[src/rtl/fcore_program_loader.sv]
// fcore_program_loader: packs a 16-bit instruction stream into 2*INSTRUCTION_WIDTH
// program-memory words, pairing each LDC instruction with the constant that follows it.

package fcore_isa;
    localparam int unsigned OPCODE_W = 5;
    localparam logic [OPCODE_W-1:0] LDC = 5'h0C;
endpackage

module fcore_program_loader #(
    parameter int unsigned INSTRUCTION_WIDTH = 16,
    parameter int unsigned OPCODE_WIDTH      = 5,
    parameter int unsigned PROGRAM_DEPTH     = 4096
) (
    input  logic                                clock,
    input  logic                                reset,
    input  logic                                start,
    input  logic [INSTRUCTION_WIDTH-1:0]        data_in,
    input  logic                                valid_in,
    input  logic                                last_in,
    output logic                                ready_out,
    output logic                                mem_we,
    output logic [$clog2(PROGRAM_DEPTH)-1:0]    mem_addr,
    output logic [2*INSTRUCTION_WIDTH-1:0]      mem_data,
    output logic                                busy,
    output logic                                done,
    output logic                                error,
    output logic [$clog2(PROGRAM_DEPTH):0]      program_length
);

    localparam int unsigned IW = INSTRUCTION_WIDTH;
    localparam int unsigned DW = 2 * INSTRUCTION_WIDTH;
    localparam int unsigned AW = $clog2(PROGRAM_DEPTH);
    localparam int unsigned CW = AW + 1;

    typedef enum logic [1:0] {IDLE, LOAD, CONST, ERROR} state_e;

    state_e          state_q, state_d;
    logic [CW-1:0]   cnt_q,   cnt_d;
    logic [IW-1:0]   hold_q,  hold_d;
    logic            we_q,    we_d;
    logic [AW-1:0]   addr_q,  addr_d;
    logic [DW-1:0]   data_q,  data_d;
    logic            done_q,  done_d;
    logic            err_q,   err_d;
    logic [CW-1:0]   len_q,   len_d;
    logic            ready_q, ready_d;
    logic            busy_q,  busy_d;

    logic            accept;
    logic            is_ldc;
    logic            full;
    logic            wr_req;
    logic [DW-1:0]   wr_data;

    assign accept = valid_in & ready_q;
    assign is_ldc = (data_in[OPCODE_WIDTH-1:0] == OPCODE_WIDTH'(fcore_isa::LDC));
    assign full   = (cnt_q == CW'(PROGRAM_DEPTH));

    // Next-state and registered-output logic for the loader FSM.
    always_comb begin
        state_d = state_q;
        cnt_d   = cnt_q;
        hold_d  = hold_q;
        we_d    = 1'b0;
        addr_d  = addr_q;
        data_d  = data_q;
        done_d  = 1'b0;
        err_d   = err_q;
        len_d   = len_q;
        wr_req  = 1'b0;
        wr_data = '0;

        case (state_q)
            IDLE, ERROR: begin
                if (start) begin
                    err_d   = 1'b0;
                    cnt_d   = '0;
                    len_d   = '0;
                    state_d = LOAD;
                end
            end
            LOAD: begin
                if (accept) begin
                    if (is_ldc) begin
                        hold_d = data_in;
                        if (last_in) begin
                            // A program cannot end on an unpaired LDC.
                            err_d   = 1'b1;
                            state_d = ERROR;
                        end else begin
                            state_d = CONST;
                        end
                    end else begin
                        wr_req  = 1'b1;
                        wr_data = {IW'(0), data_in};
                    end
                end
            end
            CONST: begin
                // The constant is pure data; its opcode bits are not decoded.
                if (accept) begin
                    wr_req  = 1'b1;
                    wr_data = {data_in, hold_q};
                end
            end
            default: state_d = IDLE;
        endcase

        if (wr_req) begin
            if (full) begin
                err_d   = 1'b1;
                state_d = ERROR;
            end else begin
                we_d   = 1'b1;
                addr_d = cnt_q[AW-1:0];
                data_d = wr_data;
                cnt_d  = cnt_q + CW'(1);
                if (last_in) begin
                    len_d   = cnt_q + CW'(1);
                    done_d  = 1'b1;
                    state_d = IDLE;
                end else begin
                    state_d = LOAD;
                end
            end
        end
    end

    assign ready_d = (state_d == LOAD) || (state_d == CONST);
    assign busy_d  = ready_d;

    // State and output registers.
    always_ff @(posedge clock or negedge reset) begin
        if (!reset) begin
            state_q <= IDLE;
            cnt_q   <= '0;
            hold_q  <= '0;
            we_q    <= 1'b0;
            addr_q  <= '0;
            data_q  <= '0;
            done_q  <= 1'b0;
            err_q   <= 1'b0;
            len_q   <= '0;
            ready_q <= 1'b0;
            busy_q  <= 1'b0;
        end else begin
            state_q <= state_d;
            cnt_q   <= cnt_d;
            hold_q  <= hold_d;
            we_q    <= we_d;
            addr_q  <= addr_d;
            data_q  <= data_d;
            done_q  <= done_d;
            err_q   <= err_d;
            len_q   <= len_d;
            ready_q <= ready_d;
            busy_q  <= busy_d;
        end
    end

    assign ready_out      = ready_q;
    assign mem_we         = we_q;
    assign mem_addr       = addr_q;
    assign mem_data       = data_q;
    assign busy           = busy_q;
    assign done           = done_q;
    assign error          = err_q;
    assign program_length = len_q;

endmodule

[config.mk]
export PLATFORM = sky130hd
export DESIGN_NAME = fcore_program_loader
export DESIGN_NICKNAME = d
export VERILOG_FILES = /design/src/rtl/fcore_program_loader.sv
export SDC_FILE = /design/constraint.sdc
export NUM_CORES = 1
export LEC_CHECK = 0
export BUFFER_PORTS_ARGS = -buffer_cell sky130_fd_sc_hd__buf_4
export CORE_UTILIZATION = 45
export DETAILED_ROUTE_END_ITERATION = 10
export PLACE_DENSITY = 0.67
export RECOVER_POWER = 25
export SLEW_MARGIN = 40
export SYNTH_ARGS = -nofsm -noshare
export SYNTH_HDL_FRONTEND = slang
export SYNTH_SLANG_ARGS = --single-unit
[constraint.sdc]
create_clock -name clock -period 3.9 [get_ports clock]
set_input_delay 0.39 -clock clock [delete_from_list [all_inputs] [get_ports clock]]
set_output_delay 0.39 -clock clock [all_outputs]
set_load 0.01 [all_outputs]
-- Word level (Yosys, flattened, before mapping)
Index checks and enable logic that the tools add are counted.
- register bits after elaboration: 92
- input port bits: 21
- output and inout port bits: 62
- word-level logic and storage cells: 62
- add/sub/neg operators: 1
- equal/unequal tests: 7
- multiplexer cells: 37
- bitwise logic cells: 2
- reductions and logical operators: 5
- operators by type and width (operator ; count):
    two-way mux 13 bit ; 9
    case mux 32 bit (2 select lines) ; 1
    two-way mux 16 bit ; 2
    two-way mux 32 bit ; 1
    two-way mux 1 bit ; 16
    adder 13 x 1 -> 13 bit (second input constant) ; 1
    == test 13 bit (second input constant) ; 1
    two-way mux 2 bit ; 5
    == test 2 bit (second input constant) ; 3
    == test 5 x 4 -> 1 bit (second input constant) ; 1
    == test 2 x 1 -> 1 bit (second input constant) ; 2
    case mux 1 bit (2 select lines) ; 2
    case mux 2 bit (2 select lines) ; 1
    AND reduction 3 bit ; 1
    zero test 2 bit ; 1
    AND reduction 2 bit ; 1
    OR reduction 2 bit ; 1
    bitwise AND 1 bit ; 1
    logical OR 1 bit ; 1
    inverter 1 bit ; 1

-- Logic depth before layout (Yosys ltp)
- depth in word-level cells: 7
- gate-level depth with buffers: 10
- mapped depth without buffers: 9

-- Worst setup path before layout
Ideal clock, no wire load.
- path type: flip-flop to flip-flop
- start: register state_q[0]
- end: register busy_q, in the netlist busy
- setup time: 66 ps
- arrival time: 1878 ps
- required time: 3834 ps
- slack: 1956 ps
- stages on the path, launching flop included: 10
- buffers on the path: 2
- period minus slack after synthesis: 1944 ps
- cell sequence: dfrtp_1 > inv_1 > ha_1 > clkbuf_1 > and4b_1 > clkbuf_1 > a21oi_1 > nand2_1 > o31ai_1 > a22o_1
- cells in the longest elaborated chain, start to end: 6
- elaborated cells between the ends (all ways): 14
- classes of those cells: 5 x eq/ne; 6 x mux; 3 x reduce/logical
- RTL lines (element ; RTL line ; RTL):
    start: declaration ; 37 ; state_e state_q, state_d;
    start signal: assignment ; 147 ; state_q <= state_d;
    == test 2 bit (tied with other cells) ; 73 ; case (state_q)
    OR reduction 2 bit / two-way mux 2 bit (equally long branches) ; 73, 83 ;
    case mux 2 bit (2 select lines) ; 73 ;
    two-way mux 2 bit (*) ; 109 ; if (wr_req) begin
    == test 2 x 1 -> 1 bit / == test 2 bit (equally long branches) ; 129 ; assign ready_d = (state_d == LOAD) || (state_d == CONST);
    logical OR 1 bit (*) ; 129 ;
    named net busy_d ; 47 ; logic busy_q, busy_d;
    end signal: assignment ; 157 ; busy_q <= busy_d;
    end: declaration ; 47 ;
Mark *: on every way through the listed nets, which the timed path passes. The rest lies on a longest branch.
A chain may end at the register's enable or synchronous reset.

-- Final worst setup path
- start: register state_q[0]
- end: register len_q[10], in the netlist program_length[10]
- cells in the longest elaborated chain, start to end: 6
- elaborated cells between the ends (all ways): 10
- classes of those cells: 3 x eq/ne; 5 x mux; 2 x reduce/logical
- RTL lines (element ; RTL line ; RTL):
    == test 2 bit / zero test 2 bit (equally long branches) ; 73 ;
    OR reduction 2 bit ; 73 ;
    two-way mux 13 bit ; 73 ;
    two-way mux 13 bit ; 118 ; if (last_in) begin
    two-way mux 13 bit ; 110 ; if (full) begin
    two-way mux 13 bit (*) ; 109 ;
    named net len_d[10] ; 45 ; logic [CW-1:0] len_q, len_d;
    end signal: assignment ; 155 ; len_q <= len_d;
    end: declaration ; 45 ;
Marked as above.

==> metrics.md <==
| Metric | Value |
|---|---|
| Status | finished with violations |
| Failing checks | DRC, capacitance limit, slew limit |
| Hold Crit Class | in -> reg |
| Layout Nets | 529 |
| # clock sinks | 92 |
| Commonest non-fill, non-tap cell in the layout | nand2_1 |
| Worst slew pin tran | 1.85 ns |
| Area grow syn2layout | 19.9% |
| Sequential fraction of the synthesis area | 55.6% |
| Leakage | 2.59 nW |
| Die Ht | 97.9 µm |
| Initial DRC count | 214 |
| Startpoint types | register |
| IO Port Bufs | 82 |
| Cell variety after synth | 46 |
| # rows | 34 |
| Resized Gates After CTS | 0 |
| Largest net degree at the start of global routing | 75 |
| GRT overflow | 0 |
| Total CTS buffers | 9 |
| Setup Fix Bufs, Post-CTS | 0 |
| Detail Route Antenna Nets | 0 |
| Skew-Pair Late Insertion Delay | 0.36 ns |
| H-tree levels | 3 |
| Clk slew on worst S/H paths | 0.10 ns |
| # setup viols final | 0 |
| GRT Util Overall | 20.6% |
| Initial antenna violation count | 0 |
| CP required | 4.17 ns |
| Avg Inst Size Synth | approximately 9.6 µm² |
| Post-place setup slack | 1.47 ns |
| Post-DR wirelength/cell | 15.3 µm |
| Post-synthesis instance area | 0.00414 mm² |
| Arr. time, crit path | 2.72 ns |
| # IOs | just over 80 |
| Dpl cells | 600 |
| CTS root buf | clkbuf_8 |
| Share of cells above drive strength 1 | 21.5% |
| Setup tns final | 0 ns |
| Setup ws final | about 1.5 ns |
| Crit end category | register |
| Drt total wl | 9.45 mm |
| Skew final | about 0.016 ns |
| Post-DP HPWL | 6.39 mm |
| Clock buffer depth | 2 |
| Avg Vias per Cell | 5.35 |
| Pwr per Cell Area | 585 mW/mm² |
| Total number of vias | between 3000 and 4000 |
| Peak supply drop | 0.278 mV |
| Rel. slew slack | -23.7% |
| Most frequent cells in the layout | nand2_1, dfrtp_1, buf_4 |
| Fmax | 408 MHz |
| Residual DRC | 4 |
| Non-filler instance count after layout | 616 |
| Ant diodes | 0 |
| GPL Wtd Cong | 0.820 |
| CTS tree | built |
| Die area | 0.00959 mm² |
| RSZ-0062 raised after global routing | false |
| Synth warn | 0 |
| First-pass GRT wire length | 15.8 mm |
| Post-synthesis cell count | approximately 430 |
| First-pass DRT Iterations | 7 |
| Synthesized Nets | roughly 460 |
| Fin crit period | 2.45 ns |
| Core ar. | 0.00881 mm² |
| Max_cap viols | 1 |
| Final core occ | 56.4% |
| Hold buffer count at CTS | 0 |
| Synthesis-stage register bit count | 92 |
| Worst-path fanout max | 26 |
| Crit Path Class | reg -> reg |
| Hold slack | approximately 0.24 ns |
| Vias in the first global route | 3092 |
| Max Slew Vio Count | 75 |
| Final Hold Viols | 0 |
| Starting Density | 47.0% |
| Final Cycle Share | about 63% |
| Chip width | 97.9 µm |
## path summary, 6_finish.rpt
path / startpoint / end / slack [ns] / depth (start not counted)
worst max-delay path: state_q[0] / program_length[10] / 1.45 / 8
worst min-delay path: data_in[7] / hold_q[7] / 0.24 / 3
worst max register to register: state_q[0] / program_length[10] / 1.45 / 8
worst min register to register: hold_q[15] / hold_q[15] / 0.48 / 2
max in group asynchronous: reset / mem_addr[8] / 2.22 / 2
min in group asynchronous: reset / mem_addr[6] / 0.52 / 1
## power by group
part / internal (mW) / switching, mW / leakage [nW]
sequential: 1.15 / 0.126 / 1.24
clock: 0.299 / 0.349 / 0.0958
combinational: 0.404 / 0.580 / 1.26
total: 1.85 / 1.05 / 2.59
## flip-flops by register name, summed over array words and instances, names as in the netlist
signal / cells
mem_data: 32
hold_q: 16
cnt_q: 13
program_length: 13
mem_addr: 12
state_q: 2
busy: 1
done: 1
error: 1
mem_we: 1
## per-stage QoR
step           cell area, µm²  power [mW]
6_report                 4960        2.90
3_5_place_dp             4760        2.28
5_1_grt                  4960        3.10
2_1_floorplan            4140        1.91
4_1_cts                  4960        2.93
3_3_place_gp             4760        2.26
## critical path, cell delays in order, from the launching register on
cell and delay, ns:
dfrtp_1 0.41, inv_1 0.08, ha_1 0.44, nor3_2 0.34
o211ai_4 0.12, inv_2 0.37, nand2_4 0.19, inv_4 0.19
mux2i_1 0.22
## kinds of logic after synthesis
group	after synthesis	synth area share [%]
flops	92	55.6
fa+ha+maj	5	1.51
simple gates	230	24.5
buf+inv	35	4.59
xor+xnor	12	2.54
compound gates	49	8.79
mux	10	2.42
## Yosys cell counts, drive strengths merged
library cell	count	area, µm²
buf	17	120
and3	5	31.3
a22o	1	8.76
a221oi	15	131
a22oi	1	7.51
nand4	2	12.5
nor2	39	146
clkbuf	9	33.8
o22ai	1	6.26
xor2	8	70.1
and2	6	37.5
o21ai	15	75.1
a21oi	3	18.8
o31ai	3	22.5
a31oi	1	6.26
nor4	1	6.26
nor4b	2	17.5
o21a	1	7.51
mux2i	10	100
inv	9	36.3
nor3b	4	30.0
and4b	1	10.0
nand2	123	469
a211oi	1	7.51
o211ai	2	28.8
xnor2	4	35.0
dfrtp	92	2300
nor2b	1	6.26
ha	5	62.6
nand3	33	165
a211o	5	43.8
or3	1	6.26
or2	1	6.26
nand4bb	1	11.3
nand2b	4	25.0
nor3	6	35.0
## cell type report
cell class,count,area (µm²)
Sequential cell,92,2300
Clock buffer,9,124
Multi-Input combinational cell,306,1650
Timing Repair Buffer,85,636
Fill cell,804,3840
Inverter,9,36.3
Tap cell,108,135
Clock inverter,7,76.3
## layer usage
layer	up-vias	GRT usage (%)	part of all wire (%)	wire, µm
li1	1597	-	-	-
met1	1613	31.0	48	4550
met2	73	30.4	46	4390
met3	10	3.01	3.9	371
met4	0	7.34	1.5	142
met5	-	0	0	0
No activity file was read; power rests on OpenSTA's default activity.
